===== src/rtl/tnoc_flit_generator_if.sv =====
// NoC configuration package and flit stream interface.
// Shared by the flit generator and its neighbours.
package tnoc_pkg;
  typedef struct packed {
    int vcs;
  } tnoc_config_t;

  localparam tnoc_config_t TNOC_DEFAULT_CONFIG = '{vcs: 2};

  typedef enum logic [0:0] {
    TNOC_LOCAL_PORT,
    TNOC_INTERNAL_PORT
  } tnoc_port_type_t;

  localparam int TNOC_VC_FIELD_W = 4;
  localparam int TNOC_PAYLOAD_W  = 32;

  typedef struct packed {
    logic                       head;
    logic                       tail;
    logic [TNOC_VC_FIELD_W-1:0] vc;
    logic [TNOC_PAYLOAD_W-1:0]  payload;
  } tnoc_flit_t;
endpackage

interface tnoc_flit_if
  import tnoc_pkg::*;
#(
  parameter tnoc_config_t CONFIG = TNOC_DEFAULT_CONFIG
) ();
  logic [CONFIG.vcs-1:0] valid;
  logic [CONFIG.vcs-1:0] ready;
  logic [CONFIG.vcs-1:0] vc_available;
  tnoc_flit_t            flit;

  modport initiator (
    output valid,
    input  ready,
    output flit,
    input  vc_available
  );

  modport target (
    input  valid,
    output ready,
    input  flit,
    output vc_available
  );
endinterface


===== src/rtl/tnoc_flit_generator.sv =====
// Packet source: emits one packet of i_length flits per start
// request on the latched VC once that VC reports availability.
module tnoc_flit_generator
  import tnoc_pkg::*;
#(
  parameter tnoc_config_t    CONFIG       = TNOC_DEFAULT_CONFIG,
  parameter tnoc_port_type_t PORT_TYPE    = TNOC_LOCAL_PORT,
  parameter logic [31:0]     PAYLOAD_SEED = 32'h0000_0001,
  localparam int VCS = CONFIG.vcs,
  localparam int VCW = (VCS > 1) ? $clog2(VCS) : 1
) (
  input  logic           i_clk,
  input  logic           i_rst_n,
  input  logic           i_start,
  input  logic [7:0]     i_length,
  input  logic [VCW-1:0] i_vc,
  output logic           o_busy,
  output logic [15:0]    o_packet_count,
  tnoc_flit_if.initiator flit_out_if
);
  typedef enum logic [1:0] {
    IDLE,
    WAIT_VC,
    SEND
  } state_t;

  state_t         r_state;
  logic [7:0]     r_len;
  logic [7:0]     r_idx;
  logic [VCW-1:0] r_vc;
  logic [31:0]    r_payload;
  logic [VCS-1:0] r_valid;
  tnoc_flit_t     r_flit;
  logic           r_busy;
  logic [15:0]    r_count;

  logic           w_port_ok;
  logic           w_vc_go;
  logic           w_xfer;
  logic [7:0]     w_idx_nxt;
  logic [7:0]     w_len_in;
  logic [VCS-1:0] w_onehot;

  assign w_port_ok = (PORT_TYPE == TNOC_LOCAL_PORT) ||
                     (PORT_TYPE == TNOC_INTERNAL_PORT);
  assign w_vc_go   = flit_out_if.vc_available[r_vc] & w_port_ok;
  assign w_xfer    = r_valid[r_vc] & flit_out_if.ready[r_vc];
  assign w_idx_nxt = r_idx + 8'd1;
  assign w_len_in  = (i_length == 8'd0) ? 8'd1 : i_length;

  always_comb begin
    w_onehot       = '0;
    w_onehot[r_vc] = 1'b1;
  end

  always_ff @(posedge i_clk or negedge i_rst_n) begin
    if (!i_rst_n) begin
      r_state   <= IDLE;
      r_len     <= 8'd0;
      r_idx     <= 8'd0;
      r_vc      <= '0;
      r_payload <= PAYLOAD_SEED;
      r_valid   <= '0;
      r_flit    <= '0;
      r_busy    <= 1'b0;
      r_count   <= 16'd0;
    end else begin
      unique case (r_state)
        IDLE: begin
          if (i_start) begin
            r_len   <= w_len_in;
            r_vc    <= i_vc;
            r_idx   <= 8'd0;
            r_busy  <= 1'b1;
            r_state <= WAIT_VC;
          end
        end
        WAIT_VC: begin
          if (w_vc_go) begin
            r_state        <= SEND;
            r_valid        <= w_onehot;
            r_flit.head    <= 1'b1;
            r_flit.tail    <= (r_len == 8'd1);
            r_flit.vc      <= TNOC_VC_FIELD_W'(r_vc);
            r_flit.payload <= r_payload;
          end
        end
        SEND: begin
          if (w_xfer) begin
            r_payload <= r_payload + 32'd1;
            if (r_flit.tail) begin
              r_state <= IDLE;
              r_valid <= '0;
              r_flit  <= '0;
              r_busy  <= 1'b0;
              r_count <= r_count + 16'd1;
            end else begin
              r_idx          <= w_idx_nxt;
              r_flit.head    <= 1'b0;
              r_flit.tail    <= (w_idx_nxt == r_len - 8'd1);
              r_flit.payload <= r_payload + 32'd1;
            end
          end
        end
        default: r_state <= IDLE;
      endcase
    end
  end

  assign flit_out_if.valid = r_valid;
  assign flit_out_if.flit  = r_flit;
  assign o_busy            = r_busy;
  assign o_packet_count    = r_count;
endmodule

===== src/flat_wrapper.sv =====
// flat-port wrapper written by rule: the top's interface ports become plain ports
module tnoc_flit_generator_flat import tnoc_pkg::*;
#(
  parameter tnoc_config_t    CONFIG       = TNOC_DEFAULT_CONFIG,
  parameter tnoc_port_type_t PORT_TYPE    = TNOC_LOCAL_PORT,
  parameter logic [31:0]     PAYLOAD_SEED = 32'h0000_0001,
  localparam int VCS = CONFIG.vcs,
  localparam int VCW = (VCS > 1) ? $clog2(VCS) : 1
)
  (i_clk, i_rst_n, i_start, i_length, i_vc, o_busy, o_packet_count, flit_out_if_valid, flit_out_if_ready, flit_out_if_flit, flit_out_if_vc_available);
  tnoc_flit_if #(.CONFIG(CONFIG)) flit_out_if_i ();
  input  logic i_clk;
  input  logic i_rst_n;
  input  logic i_start;
  input  logic [7:0] i_length;
  input  logic [VCW-1:0] i_vc;
  output logic o_busy;
  output logic [15:0] o_packet_count;
  output wire logic [$bits(flit_out_if_i.valid)-1:0] flit_out_if_valid;
  input wire logic [$bits(flit_out_if_i.ready)-1:0] flit_out_if_ready;
  output wire logic [$bits(flit_out_if_i.flit)-1:0] flit_out_if_flit;
  input wire logic [$bits(flit_out_if_i.vc_available)-1:0] flit_out_if_vc_available;
  assign flit_out_if_valid = flit_out_if_i.valid;
  assign flit_out_if_i.ready = flit_out_if_ready;
  assign flit_out_if_flit = flit_out_if_i.flit;
  assign flit_out_if_i.vc_available = flit_out_if_vc_available;
  tnoc_flit_generator #(.CONFIG(CONFIG), .PORT_TYPE(PORT_TYPE), .PAYLOAD_SEED(PAYLOAD_SEED)) u_core (.i_clk(i_clk), .i_rst_n(i_rst_n), .i_start(i_start), .i_length(i_length), .i_vc(i_vc), .o_busy(o_busy), .o_packet_count(o_packet_count), .flit_out_if(flit_out_if_i));
endmodule

===== config.mk =====
export PLATFORM = sky130hd
export DESIGN_NAME = tnoc_flit_generator_flat
export DESIGN_NICKNAME = d
export VERILOG_FILES = /design/src/rtl/tnoc_flit_generator_if.sv /design/src/rtl/tnoc_flit_generator.sv /design/src/flat_wrapper.sv
export SDC_FILE = /design/constraint.sdc
export NUM_CORES = 1
export LEC_CHECK = 0
export ABC_AREA = 1
export CELL_PAD_IN_SITES_DETAIL_PLACEMENT = 0
export CELL_PAD_IN_SITES_GLOBAL_PLACEMENT = 1
export CORE_MARGIN = 4
export CORE_UTILIZATION = 46
export CTS_BUF_LIST = sky130_fd_sc_hd__clkbuf_4
export DETAILED_ROUTE_END_ITERATION = 8
export GPL_ROUTABILITY_DRIVEN = 0
export PLACE_DENSITY_LB_ADDON = 0.05
export SLEW_MARGIN = 10
export SYNTH_ARGS = -nofsm -noshare
export SYNTH_HDL_FRONTEND = slang
export SYNTH_SLANG_ARGS = --single-unit
export TNS_END_PERCENT = 1

===== constraint.sdc =====
create_clock -name i_clk -period 4 [get_ports i_clk]
set_input_delay 0.8 -clock i_clk [delete_from_list [all_inputs] [get_ports i_clk]]
set_output_delay 0.8 -clock i_clk [all_outputs]
set_load 0.02 [all_outputs]

Word-level counts from Yosys, hierarchy flattened
Index checks and enable logic that the tools add are counted.

cells by class
  magnitude comparators = 2
  mux-type cells = 30
  reduce and logical (&&, ||, !) cells = 13
  add/subtract/negate cells = 4
  equal/unequal tests = 9
  bitwise gates (word level) = 1

operators by type and width
  cell                   number
  $mux 38                2
  $pmux 38 s2            1
  $add 32x1->32 const B  1
  $mux 32                1
  $mux 8                 4
  $add 16x1->16 const B  1
  $pmux 8 s2             1
  $reduce_and 4->1       4
  $mux 1                 11
  $mux 2                 5
  $add 8x1->8 const B    1
  $eq 8x1->1 const B     1
  $eq 8x8->1             1
  $logic_not 8->1        1
  $sub 8x1->8 const B    1
  $ne 2x1->1 const B     3
  $pmux 2 s3             1
  $reduce_and 3->1       2
  $mux 4                 1
  $ne 2x2->1 const B     2
  $pmux 2 s2             1
  $reduce_and 2->1       2
  $reduce_bool 2->1      2
  $eq 2x1->1 const B     1
  other kinds (8)        8

word-level totals
  output and inout bits = 57
  bits in registers = 108
  input bits = 16

Depth between registers and ports, before layout
  word-level depth = 6
  mapped depth = 12
  depth with buffers taken out = 12

Worst setup path before layout
Ideal clock, no wire load.

  kind = in2reg
  start point = input port flit_out_if_ready[1]
  end point = register u_core.r_count[14] (netlist: u_core.o_packet_count[14])
  arrival time = 1.718 ns
  setup slack = 2.161 ns
  buffers on the path = 1
  required time = 3.880 ns
  stages on the path = 10
  cell sequence = nand3_2 nand2_2 nand2_4 nor2_4 buf_6 nand2_4 nor2_4 nand3_2 o21ai_1 nand2_1

on the way
  cells in the longest elaborated chain, start to end = 4

RTL lines
  element                                    RTL line                   source
  start, declared                            flat_wrapper.sv:20         input wire logic [$bits(flit_out_if_i.ready)-1:0] flit_out_if_ready;
  $mux 1 (implied by the code) (2 in a row)  tnoc_flit_generator.sv:47  assign w_xfer = r_valid[r_vc] & flit_out_if.ready[r_vc];
  $and 1x1->1                                tnoc_flit_generator.sv:47
  $reduce_and 3->1 (no line)                 n/a
  end signal, assigned                       tnoc_flit_generator.sv:96  r_count <= r_count + 16'd1;
  end, declared                              tnoc_flit_generator.sv:35  logic [15:0] r_count;

No other way between the ends. The select of a mux whose other input is x is not followed.
A chain may end at the register's enable or synchronous reset.

Final worst setup path
  start point = register u_core.r_state[0]
  end point = register u_core.r_flit, in the netlist u_core.flit_out_if.flit[4]

on the way
  cells in the longest elaborated chain, start to end = 3
  elaborated cells between the ends (all ways) = 7

RTL lines
  element                                                    RTL line                   source
  start, declared                                            tnoc_flit_generator.sv:27  state_t r_state;
  start signal, assigned                                     tnoc_flit_generator.sv:58  r_state <= IDLE;
  start signal, assigned                                     tnoc_flit_generator.sv:75  r_state <= WAIT_VC;
  start signal, assigned                                     tnoc_flit_generator.sv:80  r_state <= SEND;
  $eq 2x1->1 or $eq 2x2->1 (tied branches)                   tnoc_flit_generator.sv:68  unique case (r_state)
  $ne 2x1->1 (no line) or $reduce_bool 2->1 (tied branches)  n/a
  $reduce_and 3->1 (no line)                                 n/a
  end, declared                                              tnoc_flit_generator.sv:33  tnoc_flit_t r_flit;

Parallel ways exist; a longest one is shown, timed or not.

==> results.json <==
{
  "utilization": 0.5451,
  "syn_to_final_growth_pct": 16.21,
  "critical_path_class": "reg -> reg",
  "layout_commonest_cell": "nand2_1",
  "wire_per_inst_um": 15.13,
  "intPower_mw": 1.267,
  "hold_violations": 0,
  "fin_crit_ns": 2.598,
  "drv_cap": 0,
  "wl_met3_um": 535,
  "p_comb_frac": 0.026,
  "clockBufferDepth": 2,
  "mostFrequentLayoutCells": "nand2_1, dfrtp_1, inv_1, clkdlybuf4s50_1, nand3_1",
  "first_global_vias": 5239,
  "ant_nets": 0,
  "die_w_um": 121.2,
  "min_path_type": "in -> async",
  "clkTransAtPathRegs_ns": 0.17,
  "cts_tree": "yes",
  "max_freq_ghz": 0.3849,
  "track_usage": 0.2196,
  "cts_resized": 0,
  "synth_cells": 764,
  "cp.arrival_ns": 3.00,
  "top_layer_used": "met4",
  "clkLatencyLatePin_ns": 0.49,
  "skew_ns": 0.01525,
  "slew_violations": 0,
  "cts_made_buffers": 9,
  "drc": 0,
  "pre_cts_slack_ns": 1.189,
  "place_area_um2": 6704,
  "fill_cells": 1223,
  "die_h_um": 121.2,
  "dieArea_um2": 14690,
  "rsz0062_at_grt": "no",
  "required_ns": 4.40,
  "yosysSeqAreaShare": 0.4416,
  "finalPower_mw": 1.670,
  "avgSynthCellArea_um2": 7.717,
  "grt_overflow": 0,
  "grt_max_degree": 54,
  "clockRootBuffer": "clkbuf_4",
  "worst-path-max-fanout": 19,
  "hpwl_mm": 11.49,
  "ctsHoldBuffers": 0,
  "setup_ws_ns": 1.402,
  "io_pins": 73,
  "first_pass_iters": 6,
  "finalCritPeriodShare": 0.6495,
  "status": "finished, final reports clean",
  "cp-end-kind": "register",
  "synth_seq_cells": 104,
  "clkSinkCount": 104,
  "wl_mm": 15.22,
  "wl_met2_mm": 7.400,
  "cts_setup_buffers": 0,
  "start_util": 0.4691,
  "worst_setup_path_start_kind": "register",
  "synth.distinct_cells": 43,
  "slew_headroom": 0.5336,
  "yosysWarnings": 0,
  "drt-met1-wl_mm": 6.971,
  "finalSetupViolCount": 0,
  "cts-htree-levels": 3,
  "vias": 5307,
  "tightest_slew_ns": 0.6996,
  "power_density_nw_per_um2": 243.8,
  "p_leak_nw": 3.328,
  "rows": 41,
  "fin_area_um2": 6852,
  "viasPerCell": 5.275,
  "sw_frac_of_total": 0.2412,
  "power_frac_seq": 0.630,
  "synth_area_um2": 5896,
  "grt_antenna_before_repair": 1,
  "final.setup.tns_ns": 0,
  "irDropWorstVdd_v": 0.0002506,
  "first_iter_violations": 415,
  "switching_power_mw": 0.4029,
  "grt_pass1_wl_mm": 25.84,
  "drive_above_1_share": 0.06002,
  "pwr-share-clk": 0.343,
  "final_nets": 852,
  "core_area_um2": 12570,
  "io_buffers": 69
}
## synthesized netlist by cell type
library cell / count / share of area
nand3_2: 5 / 0.0085
o221ai_1: 3 / 0.0045
nor2_8: 1 / 0.0034
nor3_2: 1 / 0.0017
o211ai_1: 9 / 0.011
a21boi_1: 1 / 0.0013
inv_1: 89 / 0.057
nand2b_1: 1 / 0.0011
nor3_1: 17 / 0.014
nand4_1: 15 / 0.016
o2111ai_1: 1 / 0.0015
clkbuf_1: 5 / 0.0032
ha_1: 8 / 0.017
clkbuf_2: 1 / 0.00085
buf_1: 1 / 0.00064
nand2_2: 1 / 0.0011
o21ai_1: 3 / 0.0025
nand2_1: 209 / 0.13
nor2_2: 4 / 0.0042
nor3_4: 1 / 0.0028
inv_2: 5 / 0.0032
a22oi_1: 8 / 0.010
dfrtp_1: 103 / 0.44
o22ai_1: 5 / 0.0053
o21ai_0: 57 / 0.048
nand2_4: 2 / 0.0038
dfstp_2: 1 / 0.0045
xor2_1: 24 / 0.036
buf_6: 2 / 0.0038
or2_2: 4 / 0.0042
nor2_4: 4 / 0.0076
buf_2: 6 / 0.0051
xnor2_1: 4 / 0.0059
nor2_1: 53 / 0.034
nand3_1: 67 / 0.057
nor3b_1: 3 / 0.0038
conb_1: 1 / 0.00064
a2bb2oi_1: 9 / 0.013
nor4_1: 2 / 0.0021
nand3_4: 1 / 0.0030
nand3b_1: 1 / 0.0013
buf_4: 6 / 0.0076
a21oi_1: 20 / 0.017
## per-stage QoR
| step | cells | hold WS (ns) |
|---|---|---|
| 4_1_cts | 1005 | 0.3338 |
| 3_5_place_dp | 989 | 0.4757 |
| 3_3_place_gp | 989 | 0.4654 |
| 5_1_grt | 1006 | 0.3377 |
| 2_1_floorplan | 766 | 0.4750 |
| 6_report | 1006 | 0.3153 |
## flip-flops by register name, summed over array words and instances, names as in the netlist, 2 cells and up
name / cells
u_core.r_payload: 32
u_core.r_idx: 8
u_core.r_len: 8
u_core.flit_out_if.flit: 35
u_core.r_state: 2
u_core.o_packet_count: 16
## path summary, 6_finish.rpt
kind,startpoint,end,slack [ns],cells after the start
setup / recovery,u_core.r_state[0],u_core.flit_out_if.flit[4],1.40,8
hold / removal,i_rst_n,u_core.r_vc,0.32,1
max in group asynchronous,i_rst_n,u_core.r_idx[7],2.78,2
hold reg to reg,u_core.o_packet_count[4],u_core.o_packet_count[4],0.50,1
setup reg to reg,u_core.r_state[0],u_core.flit_out_if.flit[4],1.40,8
min in group i_clk,u_core.o_packet_count[4],u_core.o_packet_count[4],0.50,1
## final cells by class
class,count,area (um^2),area share
multi-input combinational,547,2821,0.4118
sequential,104,2604,0.3800
timing repair buffer,72,710.7,0.1037
inverter,94,352.8,0.05150
tap,172,215.2,0.03141
clock buffer,10,75.07,0.01096
clock inverter,6,70.07,0.01023
antenna,1,2.502,0.0003652
## routing by layer
layer,track usage,vias to the layer above
li1,-,2626
met1,0.2857,2549
met2,0.3706,113
met3,0.04709,19
met4,0.06232,0
met5,0,-
## critical path: stages, from the launching register on
cell	delay (ns)
dfrtp_1	0.44
inv_1	0.09
ha_1	0.40
inv_2	0.27
nor2_8	0.33
inv_2	0.11
nor2_2	0.43
inv_1	0.24
o221ai_1	0.20
## logic make-up (layout without fill, tap and decap cells)
| kind of cell | Yosys count | in the layout | synth area share |
|---|---|---|---|
| compound gates | 116 | 116 | 0.1155 |
| flops | 104 | 104 | 0.4416 |
| fa+ha+maj | 8 | 8 | 0.01698 |
| other cells | 1 | 4 | 0.0006361 |
| buf+inv | 115 | 182 | 0.08107 |
| xor+xnor | 28 | 28 | 0.04160 |
| simple gates | 392 | 392 | 0.3026 |
## power groups by stage
stage	Combinational [mW]	Clock, mW	Sequential [mW]
2_1_floorplan	0.00651	0	1.07
3_3_place_gp	0.0459	0	1.07
3_5_place_dp	0.0459	0	1.07
4_1_cts	0.0462	0.592	1.05
5_1_grt	0.0504	0.632	1.05
6_report	0.0442	0.573	1.05
Power figures use the tool's default switching activity.
